--- src/rtl/i2c_bus_arbiter_if.sv ---
// i2c_bus_arbiter_if
// Groups everything between the two transaction sequencers, the arbiter and
// the shared I2C byte engine.
//   requester side : req0/req1, gnt0/gnt1, per-requester start/send/receive/
//                    datasend in, sended/received/datareceive out
//   engine side    : start (active low)/send/receive/datasend out,
//                    sended/received/datareceive in
//   status         : busy, timeout_err, timeout_id
// The slave modport is the arbiter's view. The master modport is the view of
// the surrounding sequencers and engine.
interface i2c_bus_arbiter_if;
  logic       req0, req1;
  logic       gnt0, gnt1;
  logic       start0, start1;
  logic       send0, send1;
  logic       receive0, receive1;
  logic [7:0] datasend0, datasend1;
  logic       sended0, sended1;
  logic       received0, received1;
  logic [7:0] datareceive0, datareceive1;
  logic       start, send, receive;
  logic [7:0] datasend;
  logic       sended, received;
  logic [7:0] datareceive;
  logic       busy, timeout_err, timeout_id;

  modport slave (
    input  req0, req1, start0, start1, send0, send1, receive0, receive1,
           datasend0, datasend1, sended, received, datareceive,
    output gnt0, gnt1, sended0, sended1, received0, received1,
           datareceive0, datareceive1, start, send, receive, datasend,
           busy, timeout_err, timeout_id
  );

  modport master (
    output req0, req1, start0, start1, send0, send1, receive0, receive1,
           datasend0, datasend1, sended, received, datareceive,
    input  gnt0, gnt1, sended0, sended1, received0, received1,
           datareceive0, datareceive1, start, send, receive, datasend,
           busy, timeout_err, timeout_id
  );
endinterface

--- src/rtl/i2c_bus_arbiter.sv ---
// i2c_bus_arbiter
// Shares one I2C byte engine between two transaction sequencers.
// Arbitration is round-robin, and grants are registered. The owner is muxed
// onto the engine while the other requester is isolated. After each release
// the engine is held idle for IDLE_GAP cycles. A watchdog aborts an owner
// that makes no sended/received progress for TIMEOUT cycles.
// Ports:
//   clk   : system clock
//   reset : asynchronous active-low reset
//   bus   : i2c_bus_arbiter_if.slave (requesters, engine, status)
module i2c_bus_arbiter #(
  parameter int unsigned IDLE_GAP = 4,
  parameter logic [15:0] TIMEOUT  = 16'hFFFF
) (
  input logic              clk,
  input logic              reset,
  i2c_bus_arbiter_if.slave bus
);

  typedef enum logic [1:0] {
    IDLE = 2'd0,
    OWN0 = 2'd1,
    OWN1 = 2'd2,
    GAP  = 2'd3
  } state_t;

  localparam logic [7:0]  GAP_LAST = 8'(IDLE_GAP - 32'd1);
  localparam logic [15:0] WD_LAST  = TIMEOUT - 16'd1;

  state_t      state_r, state_s;
  logic        last_r, last_s;
  logic        armed0_r, armed1_r, armed0_s, armed1_s;
  logic        gnt0_r, gnt1_r, busy_r;
  logic        timeout_err_r, timeout_err_s;
  logic        timeout_id_r, timeout_id_s;
  logic        sended_q_r, received_q_r;
  logic        progress_s;
  logic        elig0_s, elig1_s;
  logic [15:0] wd_r;
  logic [7:0]  gap_r;
  logic        start_s, send_s, receive_s;
  logic [7:0]  datasend_s;
  logic        sended0_s, sended1_s, received0_s, received1_s;
  logic [7:0]  datareceive0_s, datareceive1_s;

  // Progress means a rising edge on either engine completion flag.
  assign progress_s = (bus.sended & ~sended_q_r) | (bus.received & ~received_q_r);
  assign elig0_s    = bus.req0 & armed0_r;
  assign elig1_s    = bus.req1 & armed1_r;

  // Next-state logic: arbitration, release, and watchdog abort.
  always_comb begin
    state_s       = state_r;
    last_s        = last_r;
    timeout_err_s = 1'b0;
    timeout_id_s  = timeout_id_r;
    // A dropped request always re-arms its requester.
    armed0_s      = armed0_r | ~bus.req0;
    armed1_s      = armed1_r | ~bus.req1;
    case (state_r)
      IDLE: begin
        if (elig0_s && elig1_s) begin
          state_s = last_r ? OWN0 : OWN1;
        end else if (elig0_s) begin
          state_s = OWN0;
        end else if (elig1_s) begin
          state_s = OWN1;
        end else begin
          state_s = IDLE;
        end
      end
      OWN0: begin
        // A release takes priority over a watchdog expiry in the same cycle.
        if (!bus.req0) begin
          state_s = GAP;
          last_s  = 1'b0;
        end else if ((wd_r == WD_LAST) && !progress_s) begin
          state_s       = GAP;
          last_s        = 1'b0;
          timeout_err_s = 1'b1;
          timeout_id_s  = 1'b0;
          armed0_s      = 1'b0;
        end else begin
          state_s = OWN0;
        end
      end
      OWN1: begin
        if (!bus.req1) begin
          state_s = GAP;
          last_s  = 1'b1;
        end else if ((wd_r == WD_LAST) && !progress_s) begin
          state_s       = GAP;
          last_s        = 1'b1;
          timeout_err_s = 1'b1;
          timeout_id_s  = 1'b1;
          armed1_s      = 1'b0;
        end else begin
          state_s = OWN1;
        end
      end
      GAP: begin
        if (gap_r == GAP_LAST) begin
          state_s = IDLE;
        end else begin
          state_s = GAP;
        end
      end
      default: state_s = IDLE;
    endcase
  end

  // Engine and requester muxing. The outputs are decoded from the state
  // register only, so a reset forces them idle without waiting for a clock.
  always_comb begin
    start_s        = 1'b1;
    send_s         = 1'b0;
    receive_s      = 1'b0;
    datasend_s     = 8'h00;
    sended0_s      = 1'b0;
    sended1_s      = 1'b0;
    received0_s    = 1'b0;
    received1_s    = 1'b0;
    datareceive0_s = 8'h00;
    datareceive1_s = 8'h00;
    case (state_r)
      OWN0: begin
        start_s        = bus.start0;
        send_s         = bus.send0;
        receive_s      = bus.receive0;
        datasend_s     = bus.datasend0;
        sended0_s      = bus.sended;
        received0_s    = bus.received;
        datareceive0_s = bus.datareceive;
      end
      OWN1: begin
        start_s        = bus.start1;
        send_s         = bus.send1;
        receive_s      = bus.receive1;
        datasend_s     = bus.datasend1;
        sended1_s      = bus.sended;
        received1_s    = bus.received;
        datareceive1_s = bus.datareceive;
      end
      default: begin
        start_s = 1'b1;
      end
    endcase
  end

  // State, arbitration history, and registered status outputs.
  always_ff @(posedge clk or negedge reset) begin
    if (!reset) begin
      state_r       <= IDLE;
      last_r        <= 1'b1;
      armed0_r      <= 1'b1;
      armed1_r      <= 1'b1;
      gnt0_r        <= 1'b0;
      gnt1_r        <= 1'b0;
      busy_r        <= 1'b0;
      timeout_err_r <= 1'b0;
      timeout_id_r  <= 1'b0;
      sended_q_r    <= 1'b0;
      received_q_r  <= 1'b0;
    end else begin
      state_r       <= state_s;
      last_r        <= last_s;
      armed0_r      <= armed0_s;
      armed1_r      <= armed1_s;
      gnt0_r        <= (state_s == OWN0);
      gnt1_r        <= (state_s == OWN1);
      busy_r        <= (state_s != IDLE);
      timeout_err_r <= timeout_err_s;
      timeout_id_r  <= timeout_id_s;
      sended_q_r    <= bus.sended;
      received_q_r  <= bus.received;
    end
  end

  // Watchdog counts owned cycles without progress and restarts on every state entry.
  always_ff @(posedge clk or negedge reset) begin
    if (!reset) begin
      wd_r <= 16'd0;
    end else if (((state_r == OWN0) || (state_r == OWN1)) && (state_s == state_r) && !progress_s) begin
      wd_r <= wd_r + 16'd1;
    end else begin
      wd_r <= 16'd0;
    end
  end

  // Gap counter counts the cycles spent in GAP.
  always_ff @(posedge clk or negedge reset) begin
    if (!reset) begin
      gap_r <= 8'd0;
    end else if ((state_r == GAP) && (state_s == GAP)) begin
      gap_r <= gap_r + 8'd1;
    end else begin
      gap_r <= 8'd0;
    end
  end

  assign bus.gnt0         = gnt0_r;
  assign bus.gnt1         = gnt1_r;
  assign bus.busy         = busy_r;
  assign bus.timeout_err  = timeout_err_r;
  assign bus.timeout_id   = timeout_id_r;
  assign bus.start        = start_s;
  assign bus.send         = send_s;
  assign bus.receive      = receive_s;
  assign bus.datasend     = datasend_s;
  assign bus.sended0      = sended0_s;
  assign bus.sended1      = sended1_s;
  assign bus.received0    = received0_s;
  assign bus.received1    = received1_s;
  assign bus.datareceive0 = datareceive0_s;
  assign bus.datareceive1 = datareceive1_s;

endmodule

--- src/flat_wrapper.sv ---
// flat-port wrapper written by rule: the top's interface ports become plain ports
module i2c_bus_arbiter_flat 
#(
  parameter int unsigned IDLE_GAP = 4,
  parameter logic [15:0] TIMEOUT  = 16'hFFFF
)
  (clk, reset, bus_req0, bus_req1, bus_start0, bus_start1, bus_send0, bus_send1, bus_receive0, bus_receive1, bus_datasend0, bus_datasend1, bus_sended, bus_received, bus_datareceive, bus_gnt0, bus_gnt1, bus_sended0, bus_sended1, bus_received0, bus_received1, bus_datareceive0, bus_datareceive1, bus_start, bus_send, bus_receive, bus_datasend, bus_busy, bus_timeout_err, bus_timeout_id);
  i2c_bus_arbiter_if bus_i ();
  input logic clk;
  input logic reset;
  input wire logic [$bits(bus_i.req0)-1:0] bus_req0;
  input wire logic [$bits(bus_i.req1)-1:0] bus_req1;
  input wire logic [$bits(bus_i.start0)-1:0] bus_start0;
  input wire logic [$bits(bus_i.start1)-1:0] bus_start1;
  input wire logic [$bits(bus_i.send0)-1:0] bus_send0;
  input wire logic [$bits(bus_i.send1)-1:0] bus_send1;
  input wire logic [$bits(bus_i.receive0)-1:0] bus_receive0;
  input wire logic [$bits(bus_i.receive1)-1:0] bus_receive1;
  input wire logic [$bits(bus_i.datasend0)-1:0] bus_datasend0;
  input wire logic [$bits(bus_i.datasend1)-1:0] bus_datasend1;
  input wire logic [$bits(bus_i.sended)-1:0] bus_sended;
  input wire logic [$bits(bus_i.received)-1:0] bus_received;
  input wire logic [$bits(bus_i.datareceive)-1:0] bus_datareceive;
  output wire logic [$bits(bus_i.gnt0)-1:0] bus_gnt0;
  output wire logic [$bits(bus_i.gnt1)-1:0] bus_gnt1;
  output wire logic [$bits(bus_i.sended0)-1:0] bus_sended0;
  output wire logic [$bits(bus_i.sended1)-1:0] bus_sended1;
  output wire logic [$bits(bus_i.received0)-1:0] bus_received0;
  output wire logic [$bits(bus_i.received1)-1:0] bus_received1;
  output wire logic [$bits(bus_i.datareceive0)-1:0] bus_datareceive0;
  output wire logic [$bits(bus_i.datareceive1)-1:0] bus_datareceive1;
  output wire logic [$bits(bus_i.start)-1:0] bus_start;
  output wire logic [$bits(bus_i.send)-1:0] bus_send;
  output wire logic [$bits(bus_i.receive)-1:0] bus_receive;
  output wire logic [$bits(bus_i.datasend)-1:0] bus_datasend;
  output wire logic [$bits(bus_i.busy)-1:0] bus_busy;
  output wire logic [$bits(bus_i.timeout_err)-1:0] bus_timeout_err;
  output wire logic [$bits(bus_i.timeout_id)-1:0] bus_timeout_id;
  assign bus_i.req0 = bus_req0;
  assign bus_i.req1 = bus_req1;
  assign bus_i.start0 = bus_start0;
  assign bus_i.start1 = bus_start1;
  assign bus_i.send0 = bus_send0;
  assign bus_i.send1 = bus_send1;
  assign bus_i.receive0 = bus_receive0;
  assign bus_i.receive1 = bus_receive1;
  assign bus_i.datasend0 = bus_datasend0;
  assign bus_i.datasend1 = bus_datasend1;
  assign bus_i.sended = bus_sended;
  assign bus_i.received = bus_received;
  assign bus_i.datareceive = bus_datareceive;
  assign bus_gnt0 = bus_i.gnt0;
  assign bus_gnt1 = bus_i.gnt1;
  assign bus_sended0 = bus_i.sended0;
  assign bus_sended1 = bus_i.sended1;
  assign bus_received0 = bus_i.received0;
  assign bus_received1 = bus_i.received1;
  assign bus_datareceive0 = bus_i.datareceive0;
  assign bus_datareceive1 = bus_i.datareceive1;
  assign bus_start = bus_i.start;
  assign bus_send = bus_i.send;
  assign bus_receive = bus_i.receive;
  assign bus_datasend = bus_i.datasend;
  assign bus_busy = bus_i.busy;
  assign bus_timeout_err = bus_i.timeout_err;
  assign bus_timeout_id = bus_i.timeout_id;
  i2c_bus_arbiter #(.IDLE_GAP(IDLE_GAP), .TIMEOUT(TIMEOUT)) u_core (.clk(clk), .reset(reset), .bus(bus_i));
endmodule
--- config.mk ---
export PLATFORM = sky130hd
export DESIGN_NAME = i2c_bus_arbiter_flat
export DESIGN_NICKNAME = d
export VERILOG_FILES = /design/src/rtl/i2c_bus_arbiter_if.sv /design/src/rtl/i2c_bus_arbiter.sv /design/src/flat_wrapper.sv
export SDC_FILE = /design/constraint.sdc
export NUM_CORES = 1
export LEC_CHECK = 0
export CAP_MARGIN = 25
export CORE_ASPECT_RATIO = 1.4
export CORE_MARGIN = 1.5
export CORE_UTILIZATION = 44
export CTS_BUF_LIST = sky130_fd_sc_hd__clkbuf_8
export DETAILED_ROUTE_END_ITERATION = 12
export GPL_TIMING_DRIVEN = 0
export PLACE_DENSITY = 0.78
export SETUP_SLACK_MARGIN = 0.05
export SYNTH_ARGS = -nofsm -noshare
export SYNTH_HDL_FRONTEND = slang
export SYNTH_SLANG_ARGS = --single-unit
--- constraint.sdc ---
create_clock -name clk -period 2.58 [get_ports clk]
set_input_delay 0.387 -clock clk [delete_from_list [all_inputs] [get_ports clk]]
set_output_delay 0.387 -clock clk [all_outputs]
set_load 0.01 [all_outputs]
# After elaboration in Yosys (flattened, before gate mapping)
# Cells that the tools add are included.
op_classes:
  addsub: 2
  reduce_logical: 12
  bitwise: 11
  mux: 40
  eq_ne: 15
op_table:
  columns: ["operator", "count"]
  rows:
  - ["2-to-1 mux 8 bit", 3]
  - ["2-to-1 mux 1 bit", 20]
  - ["adder 16 x 1 -> 16 bit (second input constant)", 1]
  - ["== test 16 bit (second input constant)", 1]
  - ["2-to-1 mux 16 bit", 1]
  - ["2-to-1 mux 2 bit", 8]
  - ["one-hot mux 8 bit (2 select lines)", 1]
  - ["one-hot mux 1 bit (2 select lines)", 6]
  - ["adder 8 x 1 -> 8 bit (second input constant)", 1]
  - ["== test 2 bit (second input constant)", 4]
  - ["== test 8 x 2 -> 1 bit (second input constant)", 1]
  - ["one-hot mux 2 bit (4 select lines)", 1]
  - ["!= test 3 x 2 -> 1 bit (second input constant)", 2]
  - ["logical AND 1 bit", 5]
  - ["AND reduction 5 bit", 1]
  - ["bitwise AND 1 bit", 4]
  - ["== test 2 x 1 -> 1 bit (second input constant)", 2]
  - ["!= test 2 x 1 -> 1 bit (second input constant)", 2]
  - ["!= test 2 bit (second input constant)", 2]
  - ["NOT 1 bit", 4]
  - ["nonzero test 2 bit", 2]
  - ["bitwise OR 1 bit", 3]
  - ["AND reduction 3 bit", 1]
  - ["== test 2 bit", 1]
  - ["3 further kinds", 3]
word_totals:
  input_bits: 36
  regBits: 36

# Depth between registers and ports, before layout
# Gate-level depths: netlist (run 1).
depth:
  ltp_word: 12
  ltp_mapped: 9

# Worst setup path after synthesis (run 1)
# No wires, ideal clock.
synth_timing:
  path_type: "flip-flop to flip-flop"
  startpoint: "reg u_core.state_r[1]"
  endpoint: "reg u_core.wd_r[10]"
  t_required_ns: 2.450
  path_stages_with_launch: 9
  period_less_slack_ns: 2.402
  arrival_ns: 2.272
  n_path_buf: 1
  slack_ns: 0.178
  cell_sequence: "dfrtp_1 > inv_1 > ha_1 > or4b_2 > o221ai_1 > o2111ai_1 > a211oi_2 > buf_2 > a211oi_2"
synth_between:
  elab_chain_cells: 6
  word_cells_on_any_way: 10
  classes_between: "eq/ne (4); mux (2); reduce/logical (4)"
synth_lines:
  columns: ["item", "line", "source"]
  rows:
  - ["start, declared", "i2c_bus_arbiter.sv:30", "state_t state_r, state_s;"]
  - ["start signal, assigned", "i2c_bus_arbiter.sv:165", "state_r <= state_s;"]
  - ["== test 2 bit, or another cell as far along", "i2c_bus_arbiter.sv:60", "case (state_r)"]
  - ["one-hot mux 2 bit (4 select lines)", "i2c_bus_arbiter.sv:60", null]
  - ["== test 2 bit", "i2c_bus_arbiter.sv:183", "end else if (((state_r == OWN0) || (state_r == OWN1)) && (state_s == state_r) && !progress_s) begin"]
  - ["logical AND 1 bit (*) (2 in a row)", "i2c_bus_arbiter.sv:183", null]
  - ["2-to-1 mux 16 bit (*)", "i2c_bus_arbiter.sv:183", null]
  - ["end signal, assigned", "i2c_bus_arbiter.sv:184", "wd_r <= wd_r + 16'd1;"]
  - ["end, declared", "i2c_bus_arbiter.sv:39", "logic [15:0] wd_r;"]
# Mark *: on every way between the ends. The rest lies on a longest branch, timed or not.
# A chain may end at the register's enable or synchronous reset.

# Final worst setup path (run 1)
layout_timing:
  startpoint: "reg u_core.state_r[0]"
  endpoint: "out bus_datareceive1[3]"
layout_between:
  elab_chain_cells: 2
layout_lines:
  columns: ["item", "line", "source"]
  rows:
  - ["== test 2 bit", "i2c_bus_arbiter.sv:125", "case (state_r)"]
  - ["2-to-1 mux 8 bit", "i2c_bus_arbiter.sv:125", null]
  - ["end, declared", "flat_wrapper.sv:31", "output wire logic [$bits(bus_i.datareceive1)-1:0] bus_datareceive1;"]
# Every way passes these cells.

==> impl_metrics.env, run 1 <==
export IMPL_drt_first_pass_iters=4
export IMPL_power_frac_clock_pct=13.4
export IMPL_hp_class="in2async"
export IMPL_seq_area_sq_um=906
export IMPL_internal_power_mw=1.76
export IMPL_route_detailed_drc=0
export IMPL_timing_final_ws_setup_ns=0.133
export IMPL_wl_per_cell_microns=15.0
export IMPL_fillers=443
export IMPL_startpoint_type="flip-flop"
export IMPL_crit_type="reg2out"
export IMPL_final_cell_area_sq_um=3370
export IMPL_rr_worst_depth=6
export IMPL_start_util_pct=46.0
export IMPL_multi_input_area_sq_um=1420
export IMPL_diodes=0
export IMPL_ff2ff_setup_slack_ns=0.21
export IMPL_cp_max_fo=10
export IMPL_grt_max_degree=37
export IMPL_antenna_found_initial=0
export IMPL_powerDensity_nw_per_um2=899
export IMPL_synth_ff_latch_count=36
export IMPL_finalHoldViolations=0
export IMPL_io_pins=72
export IMPL_critPathCaptureType="output pin"
export IMPL_worstPathRequired_ns=2.19
export IMPL_synthArstFlopShare_pct=100
export IMPL_relSlewSlack_pct=47.2
export IMPL_cts_num_sinks=36
export IMPL_synth_flop_cell="dfrtp_1"
export IMPL_dr_first_iter_drc_count=110
export IMPL_setup_viol=0
export IMPL_place_hpwl_microns=4430
export IMPL_fin_util_pct=64.4
export IMPL_total_power_mw=3.03
export IMPL_design_core_area_sq_um=5240
export IMPL_worstReg2RegEnd="u_core.wd_r[9]"
export IMPL_cp_startpoint="u_core.state_r[0]"
export IMPL_gp_congestion=0.802
export IMPL_p_comb_share_pct=64.6
export IMPL_power_static_leakage_nw=1.37
export IMPL_ys_types=49
export IMPL_grt_setup_unrepaired="yes"
export IMPL_clockBufferDepth=2
export IMPL_io_buffers=71
export IMPL_layout_cells_non_filler=404
export IMPL_cts_hold_buf=0
export IMPL_clock_skew_ns=0.00472
export IMPL_cts_htree_levels=2
export IMPL_syn_inst=258
export IMPL_ant_nets=0
export IMPL_cts_tree="yes"
export IMPL_min_period_over_period_pct=94.9
export IMPL_cts_buffers=5
export IMPL_vias_per_cell=5.55
export IMPL_worstPathArrival_ns=2.06
export IMPL_synth_edf_count=0
export IMPL_nNetsFinal=380
export IMPL_drive_gt1_share_pct=13.6
export IMPL_switching_share_pct=42.0
export IMPL_vias=2241
export IMPL_synth_seq_area_share_pct=37.6
export IMPL_synthToLayoutAreaGrowth_pct=40.1
export IMPL_finalCriticalPeriod_ns=2.45
export IMPL_ir_drop_mv=0.515
export IMPL_root_buffer="clkbuf_8"
export IMPL_syn_nets=301
export IMPL_dpl_cell_area_sq_um=3200
export IMPL_num_rows=31
export IMPL_grt_pass1_wl_microns=10400
export IMPL_drv_cap=0
export IMPL_clk_latency_ns=0.29
export IMPL_ys_warn_count=0
export IMPL_clk_pin_slew_worst_paths_ns=0.07
export IMPL_pre_cts_slack_ns=-0.363
export IMPL_max_freq_mhz=409
export IMPL_dp_cells=395
export IMPL_crit_end="bus_datareceive1[3]"
export IMPL_slew_violations=0
export IMPL_die_y_microns=90.5
export IMPL_switchingPower_mw=1.28
export IMPL_worst_pin_slew_ns=0.792
export IMPL_synth_avg_cell_area_sq_um=9.34
export IMPL_status="finished clean"
export IMPL_wirelength_microns=6070
export IMPL_grt_overflow_total=0
export IMPL_netlist_area_sq_um=2410
export IMPL_dieArea_sq_um=5930
export IMPL_reg2reg_from="u_core.gap_r[5]"
export IMPL_grt_pass1_vias=2244
export IMPL_die_x_microns=65.5
export IMPL_grt_usage_pct=21.9
export IMPL_p_seq_share_pct=22.0
-- timing repair --
action / in CTS / in global routing
gates resized for setup: 17 / 17
endpoints found under the setup margin: 41 / 41
buffers inserted: 1 / 0
cloned: 0 / 0
pin swaps: 1 / 1
-- layout make-up --
class | instances | area share [%]
Clock inverter | 2 | 0.222
Tap cell | 66 | 2.45
Timing Repair Buffer | 72 | 21.5
Buffer | 15 | 3.67
Inverter | 8 | 0.890
Sequential cell | 36 | 26.8
Clock buffer | 6 | 2.45
Multi-Input combinational cell | 199 | 42.0
-- power groups by stage --
stage	Sequential [mW]	Clock, mW	Combinational, mW
after CTS	0.666	0.419	1.94
final	0.668	0.407	1.96
after global placement	0.675	0	1.82
after global routing	0.675	0.440	2.13
after floorplan	0.679	0	1.11
after detailed placement	0.676	0	1.84
-- cell usage after synthesis (3+ instances only) --
| cell | count | area share [%] |
|---|---|---|
| a22oi_1 | 11 | 3.4 |
| o211ai_1 | 3 | 0.93 |
| dfrtp_1 | 33 | 34 |
| o31a_1 | 3 | 1.1 |
| nand3_1 | 13 | 2.7 |
| ha_1 | 7 | 3.6 |
| a211oi_1 | 13 | 4.1 |
| clkbuf_1 | 12 | 1.9 |
| nand2_1 | 26 | 4.1 |
| a211oi_2 | 11 | 5.7 |
| o21ai_0 | 5 | 1.0 |
| inv_1 | 8 | 1.2 |
| and3_1 | 5 | 1.3 |
| dfstp_2 | 3 | 3.3 |
| xnor2_1 | 11 | 4.0 |
| and2_1 | 23 | 6.0 |
| nand2b_1 | 6 | 1.6 |
| a21oi_1 | 3 | 0.62 |
| nor2b_1 | 13 | 3.4 |
| nand4_1 | 6 | 1.6 |
| or3_1 | 4 | 1.0 |
| nor3_1 | 3 | 0.62 |
| and4_1 | 3 | 1.1 |
| xor2_1 | 4 | 1.5 |
-- worst min path at each step --
stage | slack [ns] | startpoint | endpoint | cells after the start
6_report | 0.18 | reset | u_core.gap_r[6] | 1
5_1_grt | 0.26 | reset | u_core.gap_r[6] | 1
4_1_cts | 0.21 | reset | u_core.bus.timeout_err | 1
3_5_place_dp | 0.46 | u_core.armed1_r | u_core.armed1_r | 2
3_3_place_gp | 0.45 | u_core.armed1_r | u_core.armed1_r | 2
2_1_floorplan | 0.09 | reset | u_core.bus.busy | 0
-- layer usage --
metal | wire (microns) | GRT usage, % | vias to the layer above
met2 | 3290 | 38.5 | 37
met5 | 0 | 0 | -
met4 | 70 | 6.77 | 0
li1 | - | - | 1100
met3 | 203 | 2.99 | 7
met1 | 2510 | 27.1 | 1097
-- flip-flops by register name, indices dropped and copies added (netlist names) --
signal,cells
u_core.armed0_r,1
u_core.sended_q_r,1
u_core.gap_r,8
u_core.received_q_r,1
u_core.bus.busy,1
u_core.last_r,1
u_core.state_r,2
u_core.armed1_r,1
u_core.bus.timeout_id,1
u_core.bus.gnt1,1
u_core.bus.gnt0,1
u_core.bus.timeout_err,1
u_core.wd_r,16
-- worst max-delay path, stage by stage (launching register included) --
cell             delay (ns)
dfrtp_1                0.42
inv_2                  0.11
ha_1                   0.19
clkbuf_8               0.18
clkbuf_4               0.19
and2_1                 0.15
clkdlybuf4s50_1        0.54
-- cell families after synthesis --
| family | count (synthesis) | synth area share (%) |
|---|---|---|
| AOI/OAI and AO/OA | 62 | 21.7 |
| xor gates and xnor gates | 15 | 5.45 |
| adders and majority gates | 7 | 3.64 |
| buffers and inverters | 23 | 4.10 |
| DFF | 36 | 37.6 |
| and+or+nand+nor | 115 | 27.5 |
-- per-stage QoR --
stage | TNS, ns | hold WS (ns)
after floorplan | 0 | 0.0914
after global placement | -4.54 | 0.453
after detailed placement | -4.78 | 0.458
after CTS | 0 | 0.206
after global routing | 0 | 0.255
final | 0 | 0.180
-- layout by cell type, fill, tap and decap left out, drive strengths merged, types with 2 or more instances in the layout --
cell / n
buf: 6
o21ai: 5
nor4: 2
nor2b: 13
and3: 5
o31a: 3
xnor2: 11
nand4: 6
or2: 2
a22oi: 11
a21oi: 3
and4: 3
o211ai: 3
nor3: 3
nor4b: 2
clkbuf: 17
nand2: 26
a211oi: 24
dfrtp: 33
and2: 23
ha: 7
nand2b: 6
dlymetal6s2s: 5
nor2: 2
dfstp: 3
or3: 4
xor2: 4
o21a: 2
inv: 10
clkdlybuf4s50: 64
nand3: 13
No activity file was read; power rests on OpenSTA's default activity.
==> run 2: changes to the inputs <==
- CORE_UTILIZATION: 44 -> 43
- CTS_BUF_LIST: sky130_fd_sc_hd__clkbuf_8 -> not set
- PLACE_DENSITY: 0.78 -> 0.77
==> impl_metrics.env, run 2 (synthesis gave the netlist of run 1 again) <==
export IMPL_crit_chain="inv_2 -> ha_2 -> clkbuf_4 -> nor2b_1 -> clkdlybuf4s50_1"
export IMPL_grt_pass1_wl_microns=10300
export IMPL_final_cell_area_sq_um=3410
export IMPL_dpl_cell_area_sq_um=3200
export IMPL_dp_cells=397
export IMPL_grt_max_degree=37
export IMPL_relSlewSlack_pct=46.3
export IMPL_cp_slowest_stage_delay_ns=0.54
export IMPL_dieArea_sq_um=6070
export IMPL_worstPathArrival_ns=2.05
export IMPL_p_seq_share_pct=21.2
export IMPL_wirelength_microns=6130
export IMPL_fillers=501
export IMPL_slew_violations=0
export IMPL_worst_pin_slew_ns=0.805
export IMPL_clock_skew_ns=0.0105
export IMPL_finalHoldViolations=0
export IMPL_largest_register_ff_count=16
export IMPL_num_rows=32
export IMPL_io_buffers=71
export IMPL_ant_nets=0
export IMPL_p_comb_share_pct=62.8
export IMPL_total_power_mw=3.13
export IMPL_antenna_found_initial=0
export IMPL_power_static_leakage_nw=1.41
export IMPL_place_hpwl_microns=4480
export IMPL_clockBufferDepth=2
export IMPL_gp_congestion=0.799
export IMPL_internal_power_mw=1.84
export IMPL_max_freq_mhz=410
export IMPL_synthToLayoutAreaGrowth_pct=41.7
export IMPL_crit_type="reg2out"
export IMPL_root_buffer="clkbuf_8"
export IMPL_timing_final_ws_setup_ns=0.142
export IMPL_grt_setup_unrepaired="yes"
export IMPL_design_core_area_sq_um=5450
export IMPL_top_register="u_core.wd_r"
export IMPL_finalCriticalPeriod_ns=2.44
export IMPL_min_period_over_period_pct=94.5
export IMPL_vias_per_cell=5.47
export IMPL_switching_share_pct=41.1
export IMPL_grt_pass1_vias=2227
export IMPL_layout_cells_non_filler=408
export IMPL_vias=2231
export IMPL_cts_htree_levels=2
export IMPL_io_pins=72
export IMPL_nNetsFinal=382
export IMPL_holdWs_ns=0.169
export IMPL_pre_cts_slack_ns=-0.326
export IMPL_fin_setup_tns_ns=0
export IMPL_clk_latency_ns=0.30
export IMPL_start_util_pct=44.2
export IMPL_drive_gt1_share_pct=14.1
export IMPL_startpoint_type="flip-flop"
export IMPL_die_x_microns=66.3
export IMPL_wl_per_cell_microns=15.0
export IMPL_power_frac_clock_pct=16.0
export IMPL_critPathSlowestCell="clkdlybuf4s50_1"
export IMPL_final_common_cell="clkdlybuf4s50_1"
export IMPL_route_detailed_drc=0
export IMPL_cts_num_sinks=36
export IMPL_diodes=0
export IMPL_dr_first_iter_drc_count=171
export IMPL_layout_common_cells="clkdlybuf4s50_1, dfrtp_1, nand2_1, and2_1"
export IMPL_cts_tree="yes"
export IMPL_reg_top3="u_core.wd_r x16, u_core.gap_r x8, u_core.state_r x2"
export IMPL_cts_buffers=5
export IMPL_grt_overflow_total=0
export IMPL_worstPathRequired_ns=2.19
export IMPL_drt_first_pass_iters=4
export IMPL_critPathCaptureType="output pin"
export IMPL_die_y_microns=91.6
export IMPL_grt_usage_pct=21.8
export IMPL_powerDensity_nw_per_um2=918
export IMPL_status="finished clean"
export IMPL_setup_viol=0
export IMPL_drv_cap=0
export IMPL_clk_pin_slew_worst_paths_ns=0.08
export IMPL_hp_class="in2async"
export IMPL_switchingPower_mw=1.29
export IMPL_ir_drop_mv=0.805
export IMPL_fin_util_pct=62.7
export IMPL_cp_max_fo=10
==> run 2: cell type report <==
| cell class | count | area, sq um | share of cell area (%) |
|---|---|---|---|
| multi-input cells | 199 | 1410 | 41.4 |
| flip-flops and latches | 36 | 905 | 26.5 |
| repair buffers | 74 | 746 | 21.9 |
| plain buffers | 15 | 123 | 3.59 |
| well taps | 68 | 85.1 | 2.49 |
| clock buffers | 5 | 68.8 | 2.02 |
| clock inverters | 3 | 42.5 | 1.25 |
| inverters | 8 | 30.0 | 0.880 |
==> run 2: power groups by stage <==
stage          Sequential [mW]  Clock, mW  Combinational (mW)
2_1_floorplan            0.679          0                1.11
3_3_place_gp             0.676          0                1.80
3_5_place_dp             0.678          0                1.82
4_1_cts                  0.663      0.512                1.95
5_1_grt                  0.670      0.536                2.14
6_report                 0.663      0.501                1.97
==> run 2: critical path: cells and delay by family (launching register included) <==
kind                       cells  cell delay (ns)
buffers and inverters          3             0.83
adders and majority gates      1             0.40
and+or+nand+nor                1             0.13
DFF                            1             0.40
==> run 2: path summary, 6_finish.rpt <==
check                                  start               to  slack [ns]  cells after the start
setup / recovery           u_core.state_r[0]  bus_datasend[0]        0.14                      5
hold / removal                         reset  u_core.gap_r[5]        0.17                      1
setup reg to reg           u_core.state_r[1]  u_core.wd_r[13]        0.16                      8
hold reg to reg              u_core.armed1_r  u_core.armed1_r        0.47                      2
max in group asynchronous              reset  u_core.wd_r[13]        1.89                      1
min in group clk             u_core.armed1_r  u_core.armed1_r        0.47                      2
==> run 2: what timing repair did <==
action | 4_1_cts | 5_1_grt
setup endpoints to repair | 41 | 33
hold buffers | 0 | 0
gates resized for setup | 18 | 15
pin swaps | 1 | 0
setup buffers | 2 | 1
==> run 2: routing by layer <==
layer | up-vias | global-route usage (%) | wire length (microns) | part of all wire [%]
met5 | - | 0 | 0 | 0
met4 | 0 | 7.82 | 95 | 1.5
met3 | 10 | 4.21 | 192 | 3.1
met2 | 36 | 36.8 | 3290 | 54
met1 | 1085 | 27.2 | 2560 | 42
li1 | 1100 | - | - | -
